**src/rtl/core_inst_seq_pkg.sv**
```systemverilog
`default_nettype none
// ============================================================================
//  Module   : core_inst_seq_pkg
//  Brief    : Shared inst-word layout, state encoding and word builder for
//             the core instruction sequencer.
//  Revision : 1.0 - initial release
// ============================================================================
package core_inst_seq_pkg;

  localparam int C_INST_W   = 35;
  localparam int C_FIELD_AW = 11;

  localparam int C_B_MODE     = 34;
  localparam int C_B_ACC      = 33;
  localparam int C_B_P_CEN    = 32;
  localparam int C_B_P_WEN    = 31;
  localparam int C_B_P_ADDR   = 20;
  localparam int C_B_X_CEN    = 19;
  localparam int C_B_X_WEN    = 18;
  localparam int C_B_X_ADDR   = 7;
  localparam int C_B_OFIFO_RD = 6;
  localparam int C_B_IFIFO_WR = 5;
  localparam int C_B_IFIFO_RD = 4;
  localparam int C_B_L0_RD    = 3;
  localparam int C_B_L0_WR    = 2;
  localparam int C_B_EXECUTE  = 1;
  localparam int C_B_LOAD     = 0;

  // Both memories deselected (active-low enables high), mode bit clear.
  localparam logic [C_INST_W-1:0] C_IDLE_WORD = 35'h1_800C_0000;

  typedef enum logic [2:0] {
    S_IDLE   = 3'd0,
    S_XLOAD  = 3'd1,
    S_L0LOAD = 3'd2,
    S_EXEC   = 3'd3,
    S_DRAIN  = 3'd4,
    S_DONE   = 3'd5
  } state_t;

  typedef struct packed {
    logic                  mode;
    logic                  acc;
    logic                  p_cen;
    logic                  p_wen;
    logic [C_FIELD_AW-1:0] p_addr;
    logic                  x_cen;
    logic                  x_wen;
    logic [C_FIELD_AW-1:0] x_addr;
    logic                  ofifo_rd;
    logic                  ififo_wr;
    logic                  ififo_rd;
    logic                  l0_rd;
    logic                  l0_wr;
    logic                  execute;
    logic                  load;
  } inst_f_t;

  function automatic inst_f_t idle_fields(input logic mode);
    inst_f_t f;
    f       = '0;
    f.mode  = mode;
    f.p_cen = 1'b1;
    f.p_wen = 1'b1;
    f.x_cen = 1'b1;
    f.x_wen = 1'b1;
    return f;
  endfunction

  function automatic logic [C_INST_W-1:0] make_inst(input inst_f_t f);
    logic [C_INST_W-1:0] w;
    w                              = '0;
    w[C_B_MODE]                    = f.mode;
    w[C_B_ACC]                     = f.acc;
    w[C_B_P_CEN]                   = f.p_cen;
    w[C_B_P_WEN]                   = f.p_wen;
    w[C_B_P_ADDR +: C_FIELD_AW]    = f.p_addr;
    w[C_B_X_CEN]                   = f.x_cen;
    w[C_B_X_WEN]                   = f.x_wen;
    w[C_B_X_ADDR +: C_FIELD_AW]    = f.x_addr;
    w[C_B_OFIFO_RD]                = f.ofifo_rd;
    w[C_B_IFIFO_WR]                = f.ififo_wr;
    w[C_B_IFIFO_RD]                = f.ififo_rd;
    w[C_B_L0_RD]                   = f.l0_rd;
    w[C_B_L0_WR]                   = f.l0_wr;
    w[C_B_EXECUTE]                 = f.execute;
    w[C_B_LOAD]                    = f.load;
    return w;
  endfunction

endpackage
`default_nettype wire

```
**src/rtl/core_inst_seq_addr_gen.sv**
```systemverilog
`default_nettype none
// ============================================================================
//  Module   : seq_addr_gen
//  Brief    : Base + counter address generator with modulo wrap and a
//             last-count flag.
//  Revision : 1.0 - initial release
// ============================================================================
module seq_addr_gen #(
  parameter int ADDR_W = 11
) (
  input  logic              clk,
  input  logic              reset,
  input  logic              i_load,
  input  logic [ADDR_W-1:0] i_base,
  input  logic [ADDR_W-1:0] i_num,
  input  logic              i_clr,
  input  logic              i_inc,
  output logic [ADDR_W-1:0] o_addr,
  output logic              o_last
);

  logic [ADDR_W-1:0] r_base;
  logic [ADDR_W-1:0] r_cnt;

  always_ff @(posedge clk) begin
    if (reset) begin
      r_base <= '0;
      r_cnt  <= '0;
    end else if (i_load) begin
      r_base <= i_base;
      r_cnt  <= '0;
    end else if (i_clr) begin
      r_cnt  <= '0;
    end else if (i_inc) begin
      r_cnt  <= r_cnt + ADDR_W'(1);
    end
  end

  // Sum truncated to ADDR_W bits, so the address wraps past the top.
  assign o_addr = r_base + r_cnt;
  assign o_last = (r_cnt == i_num - ADDR_W'(1));

endmodule
`default_nettype wire

```
**src/rtl/core_inst_seq.sv**
```systemverilog
`default_nettype none
// ============================================================================
//  Module   : core_inst_seq
//  Brief    : Job sequencer driving the core instruction word: XMem load,
//             L0 fill, execute and PSUM drain.
//  Revision : 1.0 - initial release
// ============================================================================
module core_inst_seq
  import core_inst_seq_pkg::*;
#(
  parameter int ROW    = 8,
  parameter int BW     = 4,
  parameter int ADDR_W = 11
) (
  input  logic                clk,
  input  logic                reset,
  input  logic                start,
  input  logic                mode,
  input  logic [ADDR_W-1:0]   num_words,
  input  logic [ADDR_W-1:0]   x_base,
  input  logic [ADDR_W-1:0]   psum_base,
  input  logic                in_valid,
  input  logic [BW*ROW-1:0]   in_data,
  output logic                in_ready,
  input  logic                core_valid,
  output logic [C_INST_W-1:0] inst,
  output logic [BW*ROW-1:0]   D_xmem,
  output logic                busy,
  output logic                done
);

  state_t              r_state;
  logic                r_mode;
  logic [ADDR_W-1:0]   r_num;
  logic                r_l0_tail;
  logic [C_INST_W-1:0] r_inst;
  logic [BW*ROW-1:0]   r_d_xmem;
  logic                r_in_ready;
  logic                r_busy;
  logic                r_done;

  state_t              w_next;
  inst_f_t             w_f;
  logic                w_accept;
  logic                w_x_inc;
  logic                w_x_clr;
  logic                w_p_inc;
  logic                w_d_load;
  logic                w_tail_next;
  logic                w_prev_rd;
  logic [ADDR_W-1:0]   w_x_addr;
  logic [ADDR_W-1:0]   w_p_addr;
  logic                w_x_last;
  logic                w_p_last;

  assign w_accept  = (r_state == S_IDLE) && start;
  // l0_wr trails each XMem read by one cycle to cover SRAM read latency.
  assign w_prev_rd = !r_inst[C_B_X_CEN] && r_inst[C_B_X_WEN];

  seq_addr_gen #(.ADDR_W(ADDR_W)) u_xmem_addr (
    .clk    (clk),
    .reset  (reset),
    .i_load (w_accept),
    .i_base (x_base),
    .i_num  (r_num),
    .i_clr  (w_x_clr),
    .i_inc  (w_x_inc),
    .o_addr (w_x_addr),
    .o_last (w_x_last)
  );

  seq_addr_gen #(.ADDR_W(ADDR_W)) u_psum_addr (
    .clk    (clk),
    .reset  (reset),
    .i_load (w_accept),
    .i_base (psum_base),
    .i_num  (r_num),
    .i_clr  (1'b0),
    .i_inc  (w_p_inc),
    .o_addr (w_p_addr),
    .o_last (w_p_last)
  );

  always_comb begin
    w_f         = idle_fields(r_mode);
    w_next      = r_state;
    w_x_inc     = 1'b0;
    w_x_clr     = 1'b0;
    w_p_inc     = 1'b0;
    w_d_load    = 1'b0;
    w_tail_next = r_l0_tail;
    case (r_state)
      S_IDLE: begin
        if (start) begin
          w_f    = idle_fields(mode);
          w_next = (num_words == '0) ? S_DONE : S_XLOAD;
        end
      end
      S_XLOAD: begin
        if (in_valid) begin
          w_f.x_cen  = 1'b0;
          w_f.x_wen  = 1'b0;
          w_f.x_addr = w_x_addr;
          w_d_load   = 1'b1;
          if (w_x_last) begin
            w_x_clr = 1'b1;
            w_next  = S_L0LOAD;
          end else begin
            w_x_inc = 1'b1;
          end
        end
      end
      S_L0LOAD: begin
        w_f.l0_wr = w_prev_rd;
        if (!r_l0_tail) begin
          w_f.x_cen  = 1'b0;
          w_f.x_addr = w_x_addr;
          if (w_x_last) w_tail_next = 1'b1;
          else          w_x_inc     = 1'b1;
        end else begin
          w_tail_next = 1'b0;
          w_x_clr     = 1'b1;
          w_next      = S_EXEC;
        end
      end
      S_EXEC: begin
        w_f.l0_rd   = 1'b1;
        w_f.execute = 1'b1;
        if (w_x_last) begin
          w_x_clr = 1'b1;
          w_next  = S_DRAIN;
        end else begin
          w_x_inc = 1'b1;
        end
      end
      S_DRAIN: begin
        if (core_valid) begin
          w_f.p_cen    = 1'b0;
          w_f.p_wen    = 1'b0;
          w_f.p_addr   = w_p_addr;
          w_f.acc      = r_mode;
          w_f.ofifo_rd = 1'b1;
          w_p_inc      = 1'b1;
          if (w_p_last) w_next = S_DONE;
        end
      end
      S_DONE:  w_next = S_IDLE;
      default: w_next = S_IDLE;
    endcase
  end

  always_ff @(posedge clk) begin
    if (reset) begin
      r_state    <= S_IDLE;
      r_mode     <= 1'b0;
      r_num      <= '0;
      r_l0_tail  <= 1'b0;
      r_inst     <= C_IDLE_WORD;
      r_d_xmem   <= '0;
      r_in_ready <= 1'b0;
      r_busy     <= 1'b0;
      r_done     <= 1'b0;
    end else begin
      r_state    <= w_next;
      r_l0_tail  <= w_tail_next;
      r_inst     <= make_inst(w_f);
      r_in_ready <= (w_next == S_XLOAD);
      r_busy     <= (w_next != S_IDLE);
      r_done     <= (w_next == S_DONE);
      if (w_accept) begin
        r_mode <= mode;
        r_num  <= num_words;
      end
      if (w_d_load) r_d_xmem <= in_data;
    end
  end

  assign inst     = r_inst;
  assign D_xmem   = r_d_xmem;
  assign in_ready = r_in_ready;
  assign busy     = r_busy;
  assign done     = r_done;

endmodule
`default_nettype wire

```
**config.mk**
```make
export PLATFORM = sky130hd
export DESIGN_NAME = core_inst_seq
export DESIGN_NICKNAME = d
export VERILOG_FILES = /design/src/rtl/core_inst_seq_pkg.sv /design/src/rtl/core_inst_seq_addr_gen.sv /design/src/rtl/core_inst_seq.sv
export SDC_FILE = /design/constraint.sdc
export NUM_CORES = 1
export LEC_CHECK = 0
export ABC_AREA = 1
export BUFFER_PORTS_ARGS = -buffer_cell sky130_fd_sc_hd__buf_2
export CORE_ASPECT_RATIO = 1.1
export CORE_MARGIN = 2
export CORE_UTILIZATION = 40
export DETAILED_ROUTE_END_ITERATION = 7
export PLACE_DENSITY = 0.68
export SLEW_MARGIN = 20
export SYNTH_ARGS = -nofsm -noshare
export SYNTH_HDL_FRONTEND = slang
export SYNTH_SLANG_ARGS = --single-unit
```
**constraint.sdc**
```tcl
create_clock -name clk -period 2.1 [get_ports clk]
set_input_delay 0.42 -clock clk [delete_from_list [all_inputs] [get_ports clk]]
set_output_delay 0.42 -clock clk [all_outputs]
set_load 0.005 [all_outputs]
```
=== Word-level counts from Yosys, hierarchy flattened ===
Index checks and enable logic that the tools add are counted.

* Register bits after elaboration: 130

* Reductions and logical operators: 9
* Mux-type cells: 35
* Bitwise logic cells: 1
* Equal/unequal tests: 8
* $add $sub $neg: 5

{| class="wikitable"
|+ Operators with widths
! cell !! count
|-
| $mux W35 || 1
|-
| $pmux W11 S3 || 1
|-
| $pmux W14 S2 || 1
|-
| $mux W3 || 8
|-
| $add A11 B1 Y11 const B || 2
|-
| $add A11 B11 Y11 || 2
|-
| $eq A11 B11 Y1 || 2
|-
| $pmux W3 S5 || 1
|-
| $mux W14 || 1
|-
| $mux W13 || 1
|-
| $mux W1 || 12
|-
| $logic_not A11 Y1 || 1
|-
| $mux W11 || 1
|-
| $sub A11 B1 Y11 const B || 1
|-
| $pmux W1 S2 || 5
|-
| $pmux W1 S3 || 3
|-
| $eq A3 B1 Y1 const B || 2
|-
| $eq A3 B2 Y1 const B || 2
|-
| $eq A3 B3 Y1 const B || 2
|-
| $reduce_or A2 Y1 || 2
|-
| $logic_not A3 Y1 || 1
|-
| $reduce_bool A3 Y1 || 1
|-
| $reduce_or A3 Y1 || 1
|-
| $logic_and A1 B1 Y1 || 2
|-
| other kinds (2) || 2
|}

=== Longest topological paths before layout ===
* Depth in word-level cells: 6
* Depth in mapped cells: 17
* Mapped depth without buffers: 17

=== Cells and area by module ===
From an unflattened synthesis, not the netlist that was laid out.

* Cell total of the unflattened synthesis: 894
* Area, all modules: 6342.3 um2

{| class="wikitable"
|+ By module, submodules not included
! module !! cells each !! area each (um2) !! times used
|-
| core_inst_seq || 361 || 2882.8 || 1
|-
| seq_addr_gen (u_psum_addr) || 275 || 1778.0 || 1
|-
| seq_addr_gen (u_xmem_addr) || 258 || 1681.6 || 1
|}

=== Least setup slack after synthesis ===
Ideal clock, no wire load.

* Path kind: reg-to-reg
* Start: reg r_num[0]
* End: reg u_xmem_addr.r_cnt[3]
* Cell stages (with the launch flop): 16
* Period minus slack after synthesis: 1.966 ns
* Required time: 1.978 ns
* Data arrival time: 1.845 ns
* Path buffers: 1
* Path slack: 0.134 ns
* Cell sequence: dfxtp_1 -> inv_2 -> ha_1 -> nand2_2 -> inv_2 -> nand2_1 -> nand2_1 -> nand2_1 -> nand2_1 -> clkinv_1 -> nand3_1 -> nor2_4 -> nand3_1 -> nand4_1 -> buf_6 -> a21oi_1

* Cells in the longest elaborated chain, start to end: 6

{| class="wikitable"
|+ RTL lines
! item !! RTL line !! text
|-
| start, declared || core_inst_seq.sv:34 || <nowiki>logic [ADDR_W-1:0] r_num;</nowiki>
|-
| start signal, assigned || core_inst_seq.sv:172 || <nowiki>r_num <= num_words;</nowiki>
|-
| $sub A11 B1 Y11 * || core_inst_seq_addr_gen.sv:41 || <nowiki>assign o_last = (r_cnt == i_num - ADDR_W'(1));</nowiki>
|-
| $eq A11 B11 Y1 * || core_inst_seq_addr_gen.sv:41 ||
|-
| $mux W1 || core_inst_seq.sv:105, core_inst_seq.sv:129 ||
|-
| $mux W1 || core_inst_seq.sv:100 || <nowiki>if (in_valid) begin</nowiki>
|-
| $pmux W1 S3 || core_inst_seq.sv:92 || <nowiki>case (r_state)</nowiki>
|-
| $reduce_or A3 Y1 (no source line) || -- ||
|-
| end signal, assigned || core_inst_seq_addr_gen.sv:35 || <nowiki>r_cnt <= r_cnt + ADDR_W'(1);</nowiki>
|-
| end, declared || core_inst_seq_addr_gen.sv:23 || <nowiki>logic [ADDR_W-1:0] r_cnt;</nowiki>
|}

Mark *: on every way between the ends. The rest lies on a longest branch, timed or not.
A chain may end at the register's enable or synchronous reset.

=== Worst setup path after layout ===
* Start: reg r_num[1]
* End: reg r_busy, in the netlist busy

* Cells in the longest elaborated chain, start to end: 6

{| class="wikitable"
|+ RTL lines
! item !! RTL line !! text
|-
| $sub A11 B1 Y11 * || core_inst_seq_addr_gen.sv:41 ||
|-
| $eq A11 B11 Y1 || core_inst_seq_addr_gen.sv:41 ||
|-
| $mux W3, on equally long branches || core_inst_seq.sv:144, core_inst_seq.sv:105 ||
|-
| $mux W3, on equally long branches || core_inst_seq.sv:137, core_inst_seq.sv:100 ||
|-
| $pmux W3 S5 * || core_inst_seq.sv:92 ||
|-
| $reduce_bool A3 Y1 * || core_inst_seq.sv:168 || <nowiki>r_busy <= (w_next != S_IDLE);</nowiki>
|-
| end signal, assigned || core_inst_seq.sv:168 ||
|-
| end, declared || core_inst_seq.sv:39 || <nowiki>logic r_busy;</nowiki>
|}

Marks and branches as above.

==> summary.txt <==
Run status
  • Status: completed

Routing
  • Vias per inst: about 5
  • Post-Route WL: 15500 um
  • ANT nets after route: 0
  • Vias: 5797
  • WL/cell: around 13 um
  • DRC violations left: 0
  • Initial DRC count: 220
  • Initial DRT Pass Iterations: 5

Synth
  • Post-synth ARST share: 0
  • Post-Syn Area per Cell: roughly 7.2 um2
  • Yosys warns: 0
  • Area of the mapped netlist: 0.00599 mm2
  • Post-Synthesis Cells: 832
  • Top cell type's share of synthesized area: 0.418
  • EDFF count, synth: 0
  • Sequential element share of the synthesized area: 0.418
  • Yosys cell types: 38
  • Leading area contributor after synthesis: dfxtp_1
  • Top_reg_cell synth: dfxtp_1
  • Largest cells by area after synthesis: dfxtp_1 42%, nand2_1 12%, a21oi_1 7.7%
  • Number of synthesized register bits: 125

STA
  • Setup Viol. Count Final: 0
  • Slew headroom: 0.529
  • Final period util: 0.961
  • Fmax: 496 MHz
  • Slew Viols, Final: 0
  • Tmin final: 2020 ps
  • RSZ-0062 raised after global routing: yes
  • Skew final: 6.09 ps
  • Final Hold Violating Endpoints: 0
  • Hold Slack: 236 ps
  • Setup WS post-layout: between 80 and 90 ps
  • Worst-Margin Slew: 705 ps

Critical path
  • Startpoint types: flop
  • Worst EP arrival: 2330 ps
  • R2r worst-path depth: 12
  • Crit-path max FO: 4
  • Endpoint type of the worst setup path: flop
  • Required @ worst endpoint: 2410 ps
  • CP Class: flop to flop

Floorplanning
  • Initial cell density of the core: 0.411
  • Die height: between 100 and 150 um
  • IO Pins: 141
  • Die ar.: 0.0160 mm2
  • FP Rows: 46
  • Die Wd: about 120 um
  • CORE AREA: 0.0146 mm2

Clock network
  • Reg clk slew, reported paths: 60 ps
  • Maximum clock path buffer count: 2
  • Post-CTS Hold Buffers: 0
  • Clock sinks: about 130
  • Clk_lat worst skew: 420 ps
  • H-tree depth reported by CTS: 4
  • CTS tree: built
  • CTS buffer count: 17
  • Root Driver: clkbuf_16

Layout
  • Non-filler instance count after layout: ~1200
  • N_diodes: 0
  • Area delta synth->final: 28.8%
  • Fin area: 0.00772 mm2
  • Nets: 1085
  • Layout cell share with drive strength beyond 1: 0.245

Global routing
  • Largest net degree at the start of global routing: 34
  • Number of global-route vias before repair: 5469
  • Total GRT Usage: 0.199
  • First-pass GRT wire length: 25500 um
  • Grt ovf: 0
  • Initial antenna violation count: 0

Placed design
  • Placer congestion estimate: 0.913
  • Pre-CTS setup slack: 37.7 ps
  • Buffers on Ports: 137
  • Area after DPL: roughly 0.0070 mm2
  • Dpl hpwl: 11800 um
  • Inst Count DP: about 1200

Flow run
  • Max-Cap Viols: 0

Power
  • PwrDens: 805 mW/mm2
  • Peak supply drop: between 400 and 500 uV
  • Total power: approximately 6.2 mW
  • Leakage: 3.50 nW

Min path
  • Worst hold path depth: 3
  • HP Class: input pin to flop
-- registers in the layout, indices dropped and copies added (netlist names) --
name	count
D_xmem	32
r_mode	1
r_state	3
inst	30
busy	1
r_num	11
u_xmem_addr.r_cnt	11
u_xmem_addr.r_base	11
u_psum_addr.r_cnt	11
done	1
u_psum_addr.r_base	11
in_ready	1
r_l0_tail	1
-- worst paths after layout --
| path | start | endpoint | slack, ps |
|---|---|---|---|
| setup / recovery | r_num[1] | busy | 80 |
| hold / removal | in_data[16] | D_xmem[16] | 240 |
| setup reg to reg | r_num[1] | busy | 80 |
| hold reg to reg | inst[18] | inst[2] | 450 |
-- report_power, final --
group / internal, mW / leakage (nW) / switching (mW)
clock: 1.81 / 0.271 / 1.09
sequential: 2.47 / 1.02 / 0.0718
combinational: 0.304 / 2.21 / 0.473
-- per-layer routing --
layer  share of wire  GRT usage  up-vias
li1                -          -     3049
met1            0.44      0.244     2540
met2            0.47      0.324      183
met3           0.074     0.0696       25
met4           0.019     0.0711        0
met5               0          0        -
-- worst max-delay path, stage by stage (launching register included) --
cell	delay, ps
dfxtp_2	330
inv_2	50
ha_4	270
xor2_1	130
nand4_1	110
nor2_1	140
nand3_1	130
nor2_4	230
nand2_4	140
nand2_4	120
nand3_4	90
nand2_4	80
nand3_2	80
-- through the flow --
| stage | TNS, ps | util |
|---|---|---|
| 2_1_floorplan | 0 | - |
| 3_3_place_gp | 0 | 0.478 |
| 4_1_cts | 0 | 0.519 |
| 6_report | 0 | 0.530 |
| 3_5_place_dp | 0 | 0.478 |
| 5_1_grt | -317 | 0.530 |
-- placed cells by master (no fill, tap or decap), types with 4 or more instances in the layout --
cell type and count:
nor3_1 16, dfxtp_1 122, nand3_2 4, nor4_1 4, inv_1 65, o21ai_0 54, a21oi_2 5, clkinvlp_4 6
nand2_4 7, buf_4 26, o2111ai_1 4, inv_2 7, buf_2 137, clkinv_4 4, nor2_1 94, ha_1 21
clkbuf_16 17, nand4_1 5, nand2_1 188, nor2_4 5, nand3_1 55, a21oi_1 91, nor2_2 4, or2_2 5
xor2_1 16
-- logic make-up after synthesis --
logic type | after synthesis | share of synthesized area
simple gates | 393 | 0.282
compound gates | 166 | 0.148
xor+xnor | 18 | 0.0263
fa+ha+maj | 25 | 0.0547
flops | 125 | 0.418
other cells | 1 | 0.000626
buf+inv | 104 | 0.0710
-- repair_timing --
item | in CTS | in global routing
setup buffers | 0 | 4
setup endpoints to repair | 0 | 19
resized for setup | 0 | 29
-- final cells by class --
cell class	instances	area (um2)
fillers	1437	6840
multi-input cells	606	3190
flip-flops and latches	125	2510
repair buffers	164	901
clock buffers	20	457
inverters	75	284
well taps	192	240
clock inverters	12	140
-- synth_stat cells (all sizes together), types with 5 or more instances --
library cell	number
inv	72
nand3	61
nand4	5
a21oi	96
o21ai	55
dfxtp	125
buf	9
nand2	198
or2	5
nor2	103
ha	23
clkbuf	20
xor2	16
nor3	16
Note: power is estimated with default switching activity, not from simulation.
